$ cat src/rtl/fft_frame_sched.sv
// ---------------------------------------------------------------------------
// fft_frame_sched
//
// Shares one pipelined FFT core between two sample channels. The core is
// granted for a whole frame at a time, round-robin between the channels.
// Before each frame one cfg beat carries the forward/inverse mode. The frame
// boundary is marked with tlast. A small tag FIFO records which channel owns
// each frame in flight, so frames leaving the FFT can be tagged with their
// source channel.
//
// Optional feature macro: FFT_SCHED_FRAME_CNT_EN
//   When it is defined, the outputs o_frm_cnt0 and o_frm_cnt1 are added.
//   These are per-channel 16-bit counts of granted frames.
//
// Ports:
//   i_aclk, i_areset          clock, asynchronous active-high reset
//   i_chN_tvalid/tdata        channel N sample stream (N = 0, 1)
//   o_chN_tready              channel N sample accepted
//   i_chN_inv                 channel N mode (1 = IFFT), sampled at grant
//   o_fft_tvalid/tdata/tlast  sample stream into the FFT core
//   i_fft_tready              FFT core data ready
//   o_cfg_tvalid/tdata        FFT cfg beat (tdata 1 = forward, 0 = inverse)
//   i_fft_out_tvalid/tlast    FFT output stream, observed only
//   o_out_ch, o_out_ch_vld    channel of the emerging output frame / valid
//   o_busy                    scheduler not idle
//   o_err_underflow           sticky: output beat seen with no tag queued
//   o_frm_cnt0/1              (optional) granted-frame counters
// ---------------------------------------------------------------------------
module fft_frame_sched #(
   parameter int LOGS_FFT_LEN = 13,
   parameter int DATA_WIDTH   = 32,
   parameter int TAG_DEPTH    = 4
) (
   input  logic                  i_aclk,
   input  logic                  i_areset,
   input  logic                  i_ch0_tvalid,
   input  logic [DATA_WIDTH-1:0] i_ch0_tdata,
   output logic                  o_ch0_tready,
   input  logic                  i_ch0_inv,
   input  logic                  i_ch1_tvalid,
   input  logic [DATA_WIDTH-1:0] i_ch1_tdata,
   output logic                  o_ch1_tready,
   input  logic                  i_ch1_inv,
   output logic                  o_fft_tvalid,
   output logic [DATA_WIDTH-1:0] o_fft_tdata,
   output logic                  o_fft_tlast,
   input  logic                  i_fft_tready,
   output logic                  o_cfg_tvalid,
   output logic                  o_cfg_tdata,
   input  logic                  i_fft_out_tvalid,
   input  logic                  i_fft_out_tlast,
   output logic                  o_out_ch,
   output logic                  o_out_ch_vld,
   output logic                  o_busy,
   output logic                  o_err_underflow
`ifdef FFT_SCHED_FRAME_CNT_EN
   ,
   output logic [15:0]           o_frm_cnt0,
   output logic [15:0]           o_frm_cnt1
`endif
);

   localparam int TAG_AW = $clog2(TAG_DEPTH);
   localparam logic [LOGS_FFT_LEN-1:0] LAST_BEAT = '1;
   localparam logic [LOGS_FFT_LEN-1:0] CNT_ONE   = LOGS_FFT_LEN'(1);
   localparam logic [TAG_AW-1:0]       PTR_ONE   = TAG_AW'(1);
   localparam logic [TAG_AW:0]         OCC_ONE   = (TAG_AW+1)'(1);
   localparam logic [TAG_AW:0]         OCC_FULL  = (TAG_AW+1)'(TAG_DEPTH);

   typedef enum logic [1:0] {
      IDLE,
      CFG,
      STREAM,
      GAP
   } state_t;

   state_t                  state_q;
   logic                    grant_q;
   logic                    lastGrant_q;
   logic [LOGS_FFT_LEN-1:0] beatCnt_q;
   logic                    cfgValid_q;
   logic                    cfgData_q;
   logic                    busy_q;

   logic [TAG_DEPTH-1:0]    tagMem_q;
   logic [TAG_AW-1:0]       wrPtr_q;
   logic [TAG_AW-1:0]       rdPtr_q;
   logic [TAG_AW:0]         tagOcc_q;
   logic                    errUnder_q;

   logic                    reqAny;
   logic                    pickCh;
   logic                    pickInv;
   logic                    tagFull;
   logic                    tagEmpty;
   logic                    inStream;
   logic                    srcValid;
   logic                    beatAccept;
   logic                    frameEnd;
   logic                    tagPush;
   logic                    tagPop;

   // Arbitration for the next frame. When both channels request, the channel
   // that was not granted last wins. Otherwise the only requester wins.
   // Also selects the mode bit that belongs to the chosen channel.
   always_comb begin
      reqAny  = i_ch0_tvalid | i_ch1_tvalid;
      pickCh  = 1'b0;
      if (i_ch0_tvalid && i_ch1_tvalid) begin
         pickCh = ~lastGrant_q;
      end else begin
         pickCh = i_ch1_tvalid;
      end
      pickInv = pickCh ? i_ch1_inv : i_ch0_inv;
   end

   // Data path during a frame. Only the granted channel is routed to the
   // core and sees its ready. Outside STREAM everything is held quiet.
   // tlast is driven on the final beat of the frame.
   always_comb begin
      inStream     = (state_q == STREAM);
      srcValid     = grant_q ? i_ch1_tvalid : i_ch0_tvalid;
      o_fft_tvalid = inStream & srcValid;
      o_fft_tdata  = '0;
      if (inStream) begin
         o_fft_tdata = grant_q ? i_ch1_tdata : i_ch0_tdata;
      end
      o_fft_tlast  = o_fft_tvalid & (beatCnt_q == LAST_BEAT);
      o_ch0_tready = inStream & ~grant_q & i_fft_tready;
      o_ch1_tready = inStream & grant_q & i_fft_tready;
      beatAccept   = o_fft_tvalid & i_fft_tready;
      frameEnd     = beatAccept & (beatCnt_q == LAST_BEAT);
   end

   // Tag FIFO status. A tag is pushed during the cfg cycle of every frame.
   // A tag is popped when an FFT output frame ends and a tag is present.
   always_comb begin
      tagFull  = (tagOcc_q == OCC_FULL);
      tagEmpty = (tagOcc_q == '0);
      tagPush  = (state_q == CFG);
      tagPop   = i_fft_out_tvalid & i_fft_out_tlast & ~tagEmpty;
   end

   // Frame scheduler FSM. A grant latches the channel and its mode, and the
   // cfg beat is registered for the following cycle. A full tag FIFO only
   // delays new grants; a frame that has started always runs to tlast. A
   // source that drops tvalid mid-frame simply stalls the frame.
   always_ff @(posedge i_aclk or posedge i_areset) begin
      if (i_areset) begin
         state_q     <= IDLE;
         grant_q     <= 1'b0;
         lastGrant_q <= 1'b1;
         beatCnt_q   <= '0;
         cfgValid_q  <= 1'b0;
         cfgData_q   <= 1'b0;
         busy_q      <= 1'b0;
      end else begin
         case (state_q)
            IDLE: begin
               if (reqAny && !tagFull) begin
                  grant_q     <= pickCh;
                  lastGrant_q <= pickCh;
                  cfgValid_q  <= 1'b1;
                  cfgData_q   <= ~pickInv;
                  busy_q      <= 1'b1;
                  state_q     <= CFG;
               end
            end
            CFG: begin
               cfgValid_q <= 1'b0;
               cfgData_q  <= 1'b0;
               state_q    <= STREAM;
            end
            STREAM: begin
               if (frameEnd) begin
                  beatCnt_q <= '0;
                  state_q   <= GAP;
               end else if (beatAccept) begin
                  beatCnt_q <= beatCnt_q + CNT_ONE;
               end
            end
            GAP: begin
               busy_q  <= 1'b0;
               state_q <= IDLE;
            end
            default: begin
               state_q <= IDLE;
            end
         endcase
      end
   end

   // In-flight channel tag FIFO. A push and a pop in the same cycle both take
   // effect, so the occupancy stays the same. The underflow flag latches on
   // any output beat that arrives while no tag is queued, and stays set
   // until reset.
   always_ff @(posedge i_aclk or posedge i_areset) begin
      if (i_areset) begin
         tagMem_q   <= '0;
         wrPtr_q    <= '0;
         rdPtr_q    <= '0;
         tagOcc_q   <= '0;
         errUnder_q <= 1'b0;
      end else begin
         if (tagPush) begin
            tagMem_q[wrPtr_q] <= grant_q;
            wrPtr_q           <= wrPtr_q + PTR_ONE;
         end
         if (tagPop) begin
            rdPtr_q <= rdPtr_q + PTR_ONE;
         end
         if (tagPush && !tagPop) begin
            tagOcc_q <= tagOcc_q + OCC_ONE;
         end else if (!tagPush && tagPop) begin
            tagOcc_q <= tagOcc_q - OCC_ONE;
         end
         if (i_fft_out_tvalid && tagEmpty) begin
            errUnder_q <= 1'b1;
         end
      end
   end

   assign o_cfg_tvalid    = cfgValid_q;
   assign o_cfg_tdata     = cfgData_q;
   assign o_busy          = busy_q;
   assign o_out_ch        = tagMem_q[rdPtr_q];
   assign o_out_ch_vld    = ~tagEmpty;
   assign o_err_underflow = errUnder_q;

`ifdef FFT_SCHED_FRAME_CNT_EN
   logic [15:0] frmCnt0_q;
   logic [15:0] frmCnt1_q;

   // Per-channel granted-frame counters. Each counter advances once per cfg
   // beat and wraps naturally at 16 bits.
   always_ff @(posedge i_aclk or posedge i_areset) begin
      if (i_areset) begin
         frmCnt0_q <= '0;
         frmCnt1_q <= '0;
      end else if (state_q == CFG) begin
         if (grant_q) begin
            frmCnt1_q <= frmCnt1_q + 16'd1;
         end else begin
            frmCnt0_q <= frmCnt0_q + 16'd1;
         end
      end
   end

   assign o_frm_cnt0 = frmCnt0_q;
   assign o_frm_cnt1 = frmCnt1_q;
`endif

endmodule

$ cat config.mk
export PLATFORM = sky130hd
export DESIGN_NAME = fft_frame_sched
export DESIGN_NICKNAME = d
export VERILOG_FILES = /design/src/rtl/fft_frame_sched.sv
export SDC_FILE = /design/constraint.sdc
export NUM_CORES = 1
export LEC_CHECK = 0
export ABC_AREA = 1
export ABC_CLOCK_PERIOD_IN_PS = 2450
export BUFFER_PORTS_ARGS = -buffer_cell sky130_fd_sc_hd__buf_2
export CORE_MARGIN = 4
export CORE_UTILIZATION = 47
export CTS_BUF_LIST = sky130_fd_sc_hd__clkbuf_4 sky130_fd_sc_hd__clkbuf_8
export CTS_CLUSTER_SIZE = 28
export DETAILED_ROUTE_END_ITERATION = 10
export HOLD_SLACK_MARGIN = 0.03
export PLACE_DENSITY = 0.88
export SYNTH_ARGS = -nofsm -noshare
export SYNTH_HDL_FRONTEND = slang
export SYNTH_SLANG_ARGS = --single-unit
$ cat constraint.sdc
create_clock -name i_aclk -period 2.45 [get_ports i_aclk]
set_clock_uncertainty 0.1 [all_clocks]
set_input_delay 0.1225 -clock i_aclk [delete_from_list [all_inputs] [get_ports i_aclk]]
set_output_delay 0.1225 -clock i_aclk [all_outputs]
set_load 0.1 [all_outputs]
==> impl_summary.md, run 1 <==
Synthesis
The xor-xnor portion of the synthesized cell area is 4.09%. By area, the combinational part of the netlist is dominated by simple AND/OR/NAND/NOR gates. The adder and majority gate portion of the synthesized area is 6.78%.

The number of nets handed over by synthesis was 392. The netlist area before placement is 0.00214 mm2. The mux share of post-synthesis cell area is 0%. The post-synthesis simple-gate area fraction is 28.2%.

Counting distinct cell types in the post-synthesis netlist gives 31. Yosys printed 0 warnings. Averaged over all synthesized cells, the footprint is 6.95 um2. The number of register bits inferred by synthesis is 32. Summing the areas of all compound-gate instances in the mapped netlist gives 15.0% of the synthesized area.

The count of mapped cells out of synthesis is 308. The sequential area share after synthesis is 37.5%.

Critical path
The instance count on the critical path is 6. The cell type with the highest occurrence count on the critical path is sky130_fd_sc_hd__buf_12. The largest individual stage delay along the critical path comes from the cell sky130_fd_sc_hd__dfrtp_1. The critical path goes through inv_1 -> ha_1 -> clkinv_1 -> buf_12 -> a21oi_1 -> buf_12.

Along the worst path, the maximum fanout reaches 29. The startpoint class of the critical path is a register. The buffers plus inverters on the worst setup path is 4. The critical path is of the reg2out type.

Counting cells, the worst reg-to-reg path comes to 10. Data on the critical path is required at its endpoint by 2.23 ns. The worst setup path is captured at a primary output. The cell type group with the largest total delay on the critical path is buffers and inverters. The endpoint arrival time on the critical path is 2.06 ns. On the worst path, the slowest cell contributes a delay of 0.42 ns.

Clock network
Post-CTS timing repair inserted 0 buffers for setup. The number of gates resized after cts is 0. The clock buffer count from CTS is 5.

The H-tree was split into 2 levels. For this design, the CTS-stage hold fixing added 2 buffers. Clock-pin slew was measured on the worst setup and hold paths at 0.07 ns. The longest clock path from root to sink contains 2 buffers.

The worst-skew pair later-pin latency is 0.29 ns. The CTS tree is done. The cell at the root of the clock tree is sky130_fd_sc_hd__clkbuf_8. The sink count of the clock tree is 32.

Route
Using the TritonRoute via totals, the vias-per-cell ratio works out to 5.13. The residual antenna-violating net count after detailed routing is 0. The first routing iteration left 123 violations. In the routed design, unresolved DRC markers number 0. Detailed routing inserted a total of 2447 vias. The routed length per instance is 14.3 um. The number of iterations in the first detailed-routing pass is 5.

The total wire length after detailed routing is 6820 um.

Timing
The worst path setup slack after routing is 0.171 ns. The worst path uses 93.0% of the clock period. Setup repair after global routing left no endpoint under its margin. The final max-slew violation count is 0. The maximum operating frequency is 0.439 GHz. The final critical delay including setup and external delays is 2.28 ns. The normalized max-slew margin is 67.3%. For the pin with the worst max-slew slack, the measured transition is 0.494 ns.

Setup violations remaining at the end of the flow were counted as 0. The final hold violation count is 0. The sum of negative setup slack is 0 ns.

Outcome
The run finished with clean final reports.

Global route
The pin count of the biggest net entering global routing is 35. Across every metal layer, demand over resource in global routing totals 24.4%. Summed over all layers, the global routing overflow is 0. The wire length of the first global-routing pass is 10600 um.

The via count of the first global-routing pass came to 2343. The number of antenna violations at the first check in global routing is 0.

Floorplanning
The full die area is 0.00570 mm2. The cell row count is 24. In this run the vertical extent of the chip is 75.5 um. Once the floorplan was initialized, standard cells occupied 48.8% of the core. In this run the standard cell core region covers 0.00438 mm2.

From left edge to right edge, the die measures 75.5 um. The I/O pin total is 115.

Power and ir drop
The peak supply drop is 1.12 mV. In this run the static leakage power is 1.78 nW. The total power per unit cell area is 1560 mW/mm2.

Place
Before CTS, the worst setup slack after placement is 0.484 ns. The count of buffers added on input and output ports is 114. The congestion estimate from routability-driven global placement came to 0.833.

The final HPWL from detailed placement is 5430 um. Counting tap cells, the placed design contains a total of 467 instances.

Finish
At the end of the flow the core is filled with cells to 81.3%. The finished layout holds 477 standard cells, fillers aside. The final layout contains 508 nets. The number of antenna repair diodes is 0. Registers take 802 um2. Counting the fill cells in the layout gives 237. Of the cells placed in the final design, the portion with a size suffix greater than 1 is 38.8%.

The area added between synthesis and finish is 66.5%. Summing all multi-input logic gate instances after layout gives 0.00128 mm2.

Min path
The kind of path behind the tightest hold check is in2reg. The worst hold path passes through 4 cells.

Flow run
The number of max-cap violations is 0.
cell type report:
cell class	instances	share of cell area [%]
tap	52	1.83
inverter	31	3.27
multi-input combinational	232	35.9
timing repair buffer	122	33.4
sequential	32	22.5
clock buffer	6	2.14
clock inverter	2	0.983
cell usage after synthesis (all sizes together):
| master | number | area share [%] |
|---|---|---|
| clkinv | 1 | 0.18 |
| or2 | 1 | 0.29 |
| a31oi | 4 | 1.2 |
| o22ai | 1 | 0.29 |
| xnor2 | 1 | 0.41 |
| clkbuf | 7 | 1.2 |
| a2bb2oi | 1 | 0.41 |
| a22oi | 1 | 0.35 |
| inv | 30 | 5.3 |
| xor2 | 9 | 3.7 |
| dfrtp | 31 | 36 |
| nand3b | 1 | 0.35 |
| buf | 6 | 1.8 |
| nand3 | 13 | 3.3 |
| a32oi | 1 | 0.41 |
| o21ai | 7 | 1.6 |
| ha | 10 | 5.8 |
| nand2 | 110 | 19 |
| dfstp | 1 | 1.2 |
| nor2 | 22 | 3.9 |
| a21oi | 42 | 10 |
| a21boi | 1 | 0.35 |
| nor3 | 5 | 1.2 |
| o21bai | 1 | 0.35 |
| fa | 1 | 0.94 |
flip-flops by register name, summed over array words and instances (netlist names):
signal	flops
lastGrant_q	1
rdPtr_q	2
tagOcc_q	3
o_cfg_tdata	1
beatCnt_q	13
wrPtr_q	2
grant_q	1
o_cfg_tvalid	1
tagMem_q	4
o_busy	1
o_err_underflow	1
state_q	2
final timing paths:
path	startpoint	to	slack (ns)
max	state_q[0]	o_fft_tdata[0]	0.17
min	i_ch1_inv	o_cfg_tdata	0.09
max reg2reg	tagOcc_q[0]	tagOcc_q[2]	0.45
min reg2reg	o_err_underflow	o_err_underflow	0.38
max in group asynchronous	i_areset	lastGrant_q	1.56
min in group asynchronous	i_areset	tagMem_q[1]	0.35
layout by cell type, fill, tap and decap left out, drive strengths merged, types with 2 or more instances in the layout:
master       netlist  final
a21oi             42     42
a31oi              4      4
buf                6    120
clkbuf             7      6
clkinv             1      2
dfrtp             31     31
dlygate4sd3        0      2
ha                10     10
inv               30     30
nand2            110    110
nand3             13     13
nor2              22     22
nor3               5      5
o21ai              7      7
xor2               9      9
power breakdown:
part | switching (mW) | internal (mW)
clock network | 0.200 | 0.313
registers | 0.165 | 0.740
logic | 2.89 | 1.25
total | 3.26 | 2.30
metal layers:
metal	global-route usage (%)	routed length, um	vias up
met2	45.7	3590	105
met4	9.51	187	0
met1	26.9	2630	1117
met3	4.35	416	15
met5	0	0	-
li1	-	-	1210
metrics by stage:
step / cell area, um2 / total power, mW / hold slack (ns)
after floorplan: 2260 / 3.75 / 0.138
after CTS: 3560 / 5.57 / 0.0968
after global routing: 3560 / 5.81 / 0.106
final: 3560 / 5.56 / 0.0932
after detailed placement: 3430 / 5.04 / 0.121
after global placement: 3430 / 4.95 / 0.120
tightest hold or removal path, delay by kind of cell:
family / cells / cell delay, ns
AO/OA/AOI/OAI: 2 / 0.19
AND/OR/NAND/NOR: 1 / 0.04
buffers and inverters: 1 / 0.08
cell families (layout without fill, tap and decap cells):
| logic type | Yosys count | after routing |
|---|---|---|
| AND/OR/NAND/NOR | 152 | 152 |
| AO/OA/AOI/OAI | 59 | 59 |
| buffers and inverters | 44 | 161 |
| flip-flops | 32 | 32 |
| adder cells (fa/ha/maj) | 11 | 11 |
| XOR/XNOR | 10 | 10 |
No activity file was read; power rests on OpenSTA's default activity.
==> run 2: changes to the inputs <==
--- a/config.mk
+++ b/config.mk
@@ -6,15 +6,15 @@
 export NUM_CORES = 1
 export LEC_CHECK = 0
 export ABC_AREA = 1
-export ABC_CLOCK_PERIOD_IN_PS = 2450
+export ABC_CLOCK_PERIOD_IN_PS = 2000
 export BUFFER_PORTS_ARGS = -buffer_cell sky130_fd_sc_hd__buf_2
 export CORE_MARGIN = 4
-export CORE_UTILIZATION = 47
+export CORE_UTILIZATION = 42
 export CTS_BUF_LIST = sky130_fd_sc_hd__clkbuf_4 sky130_fd_sc_hd__clkbuf_8
 export CTS_CLUSTER_SIZE = 28
 export DETAILED_ROUTE_END_ITERATION = 10
 export HOLD_SLACK_MARGIN = 0.03
-export PLACE_DENSITY = 0.88
+export PLACE_DENSITY = 0.84
 export SYNTH_ARGS = -nofsm -noshare
 export SYNTH_HDL_FRONTEND = slang
 export SYNTH_SLANG_ARGS = --single-unit
==> constraint.sdc (replaced) <==
create_clock -name i_aclk -period 2 [get_ports i_aclk]
set_clock_uncertainty 0.1 [all_clocks]
set_input_delay 0.1 -clock i_aclk [delete_from_list [all_inputs] [get_ports i_aclk]]
set_output_delay 0.1 -clock i_aclk [all_outputs]
set_load 0.1 [all_outputs]
==> impl_summary.md, run 2 (synthesis results as in run 1) <==
Outcome
Result of the run: finished clean (unchanged).

Finish
The number of flip-flops in the largest register is 13 (unchanged). The area of all placed cells without fillers was 0.00396 mm2 (was 0.00356 mm2). The register bank with the most flops is beatCnt_q (unchanged). Top Registers: beatCnt_q (13), tagMem_q (4), tagOcc_q (3) (unchanged). The number of antenna repair diodes came to 0 (unchanged). Top library cells by usage in the layout, fill and taps aside: 108 x sky130_fd_sc_hd__nand2_1, 78 x sky130_fd_sc_hd__buf_2, 38 x sky130_fd_sc_hd__buf_12 (was 110 x sky130_fd_sc_hd__nand2_1, 78 x sky130_fd_sc_hd__buf_2, 37 x sky130_fd_sc_hd__buf_12). The area added between synthesis and finish is 85.1% (was 66.5%). The commonest non-fill, non-tap cell in the layout was sky130_fd_sc_hd__nand2_1 (unchanged). The number of filler instances in the final layout came to 288 (was 237).

The fraction of layout instances using a drive strength above 1 is 44.3% (was 38.8%). The final layout net count came to 514 (was 508).

Place
The number of I/O port buffers is 114 (unchanged). The area of placed instances is 0.00378 mm2 (was 0.00343 mm2). The final HPWL from detailed placement is 5860 um (was 5430 um). The global placement routability congestion was 0.835 (was 0.833).

Power and ir drop
The power consumption is 7.37 mW (was 5.56 mW). The total power per unit cell area is 1860 mW/mm2 (was 1560 mW/mm2). The static leakage was 1.84 nW (was 1.78 nW).

The peak supply drop came to 1.34 mV (was 1.12 mV).

Timing
The minimum hold slack was 0.100 ns (was 0.0932 ns). The maximum operating frequency is 0.519 GHz. The sum of negative setup slack is 0 ns (unchanged). The fraction of the cycle the final worst path needs is 96.2%. The pin slew with the least headroom to its limit is 0.491 ns (was 0.494 ns).

The normalized max-slew margin is 67.5% (was 67.3%). Unrepaired setup endpoints after global routing: true (was false). Subtracting the final worst setup slack from the clock period gives 1.92 ns.

The final hold violation count is 0 (unchanged). The final max-slew violation count was 0 (unchanged). The final setup violation count is 0 (unchanged).

Route
The number of iterations in the first detailed-routing pass is 4 (was 5). The detailed router's first-iteration violation count is 98 (was 123). The remaining routing DRC violations was 0 (unchanged). The mean number of vias per cell was 5.03 (was 5.13).

The residual antenna-violating net count after detailed routing is 0 (unchanged). The routed length per instance is 15.0 um (was 14.3 um). The total wire length after detailed routing is 7480 um (was 6820 um).

The routed via count is 2505 (was 2447).

Min path
The endpoint with the worst hold slack is beatCnt_q[5] (was o_cfg_tdata). The depth of the worst hold-timing path is 4 (unchanged). The kind of path behind the tightest hold check is in2reg (unchanged). The startpoint of the tightest hold check path is i_fft_tready (was i_ch1_inv).

Critical path
The capture point of the worst reg-to-reg path is tagOcc_q[2] (unchanged). The startpoint of the most critical register-to-register path is tagOcc_q[0] (unchanged). The required time of the critical path came to 2.10 ns (was 2.23 ns). The buffers plus inverters on the worst setup path was 2 (was 4). The highest fanout seen on the critical path is 3 (was 29).

The type of the worst setup path is reg2reg (was reg2out). The largest stage delay on the critical path is 0.45 ns (was 0.42 ns). The endpoint type of the worst setup path is a register (was primary output). Critical path, cell by cell: inv_2 -> nand3_4 -> nand3_4 -> ha_4 -> inv_2 -> fa_2 -> nor2_1 -> nor2_1 -> nand2_1 -> xor2_1 (was inv_1 -> ha_1 -> clkinv_1 -> buf_12 -> a21oi_1 -> buf_12). The cell type group with the largest total delay on the critical path is adder cells (was buffers and inverters). The endpoint arrival time on the critical path came to 2.03 ns (was 2.06 ns). The worst setup slack for register-to-register paths was 0.08 ns (was 0.45 ns). The depth of the most critical reg-to-reg path is 10 (unchanged). The master of the slowest instance on the critical path is sky130_fd_sc_hd__dfrtp_2 (was sky130_fd_sc_hd__dfrtp_1). The startpoint class of the critical path is a register (unchanged).

Global route
The overall global routing resource usage is 24.3% (was 24.4%). The aggregate global routing overflow is 0 (unchanged). The number of antenna violations at the first check in global routing is 0 (unchanged). The pin count of the biggest net entering global routing came to 39 (was 35). The via count of the first global-routing pass is 2665 (was 2343). The wire length of the first global-routing pass is 12100 um (was 10600 um).

Floorplanning
The effective utilization at floorplan was 44.4% (was 48.8%). The I/O pin total was 115 (unchanged). The chip height came to 79.4 um (was 75.5 um).

The core area is 0.00482 mm2 (was 0.00438 mm2). The chip width was 79.4 um (was 75.5 um). The cell row count came to 25 (was 24).

The full die area is 0.00630 mm2 (was 0.00570 mm2).

Flow run
The number of max-cap violations was 0 (unchanged).

Clock network
The cell at the root of the clock tree is sky130_fd_sc_hd__clkbuf_8 (unchanged). The CTS tree is done (unchanged). The sink count of the clock tree was 32 (unchanged). The H-tree depth is 2 (unchanged). The clock tree buffer depth is 2 (unchanged).

The worst-skew pair later-pin latency is 0.28 ns (was 0.29 ns). The CTS clock-pin slew for the worst setup and hold paths came to 0.07 ns (about the same). The clock buffer count from CTS was 5 (unchanged).
run 2: report_power, final:
group / leakage, nW / switching (mW) / internal, mW / total (mW)
clock: 0.0523 / 0.237 / 0.308 / 0.545
combinational: 1.42 / 3.93 / 1.77 / 5.69
sequential: 0.368 / 0.219 / 0.909 / 1.13
total: 1.84 / 4.38 / 2.98 / 7.37
run 2: how the worst max path moves through the flow:
| stage | from | end | slack, ns | cells after the start |
|---|---|---|---|---|
| 4_1_cts | state_q[0] | o_fft_tdata[0] | 0.02 | 6 |
| 5_1_grt | beatCnt_q[0] | o_fft_tlast | -0.02 | 8 |
| 3_5_place_dp | state_q[0] | beatCnt_q[8] | 0.19 | 8 |
| 3_3_place_gp | state_q[0] | beatCnt_q[8] | 0.27 | 8 |
| 2_1_floorplan | state_q[0] | o_fft_tdata[0] | -0.58 | 4 |
| 6_report | tagOcc_q[0] | tagOcc_q[2] | 0.08 | 10 |
run 2: cell type report:
cell class,instances,area (um2),share of cell area (%)
inverter,31,116,2.94
sequential,32,803,20.3
timing repair buffer,128,1250,31.6
clock buffer,8,97.6,2.46
tap,67,83.8,2.12
multi-input combinational,232,1610,40.6
run 2: routing by layer:
| metal | routed length (um) | vias to the layer above | GRT usage (%) |
|---|---|---|---|
| met4 | 142 | 0 | 6.19 |
| met2 | 4280 | 89 | 46.5 |
| li1 | - | 1221 | - |
| met5 | 0 | - | 0 |
| met3 | 349 | 11 | 4.18 |
| met1 | 2710 | 1184 | 27.6 |
run 2: repair_timing:
action                                 in CTS  in global routing
buffers inserted                            0                  1
resized for setup                           5                  8
cloned                                      0                  0
hold buffers                                4                  0
setup endpoints to repair                   3                 36
pin swaps                                   0                  2
endpoints found under the hold margin      34                  0
run 2: worst min-delay path, stage by stage:
cell and delay (ns):
sky130_fd_sc_hd__buf_2 0.10, sky130_fd_sc_hd__nand2_1 0.12, sky130_fd_sc_hd__nand2_1 0.09, sky130_fd_sc_hd__nand2_1 0.05
run 2: through the flow:
step                std cells  setup slack [ns]  util (%)
floorplan                 308            -0.582         -
global placement          485             0.271      78.4
detailed placement        485             0.193      78.4
CTS                       497            0.0204      81.5
global route              498           -0.0159      82.2
finish                    498            0.0750      82.2
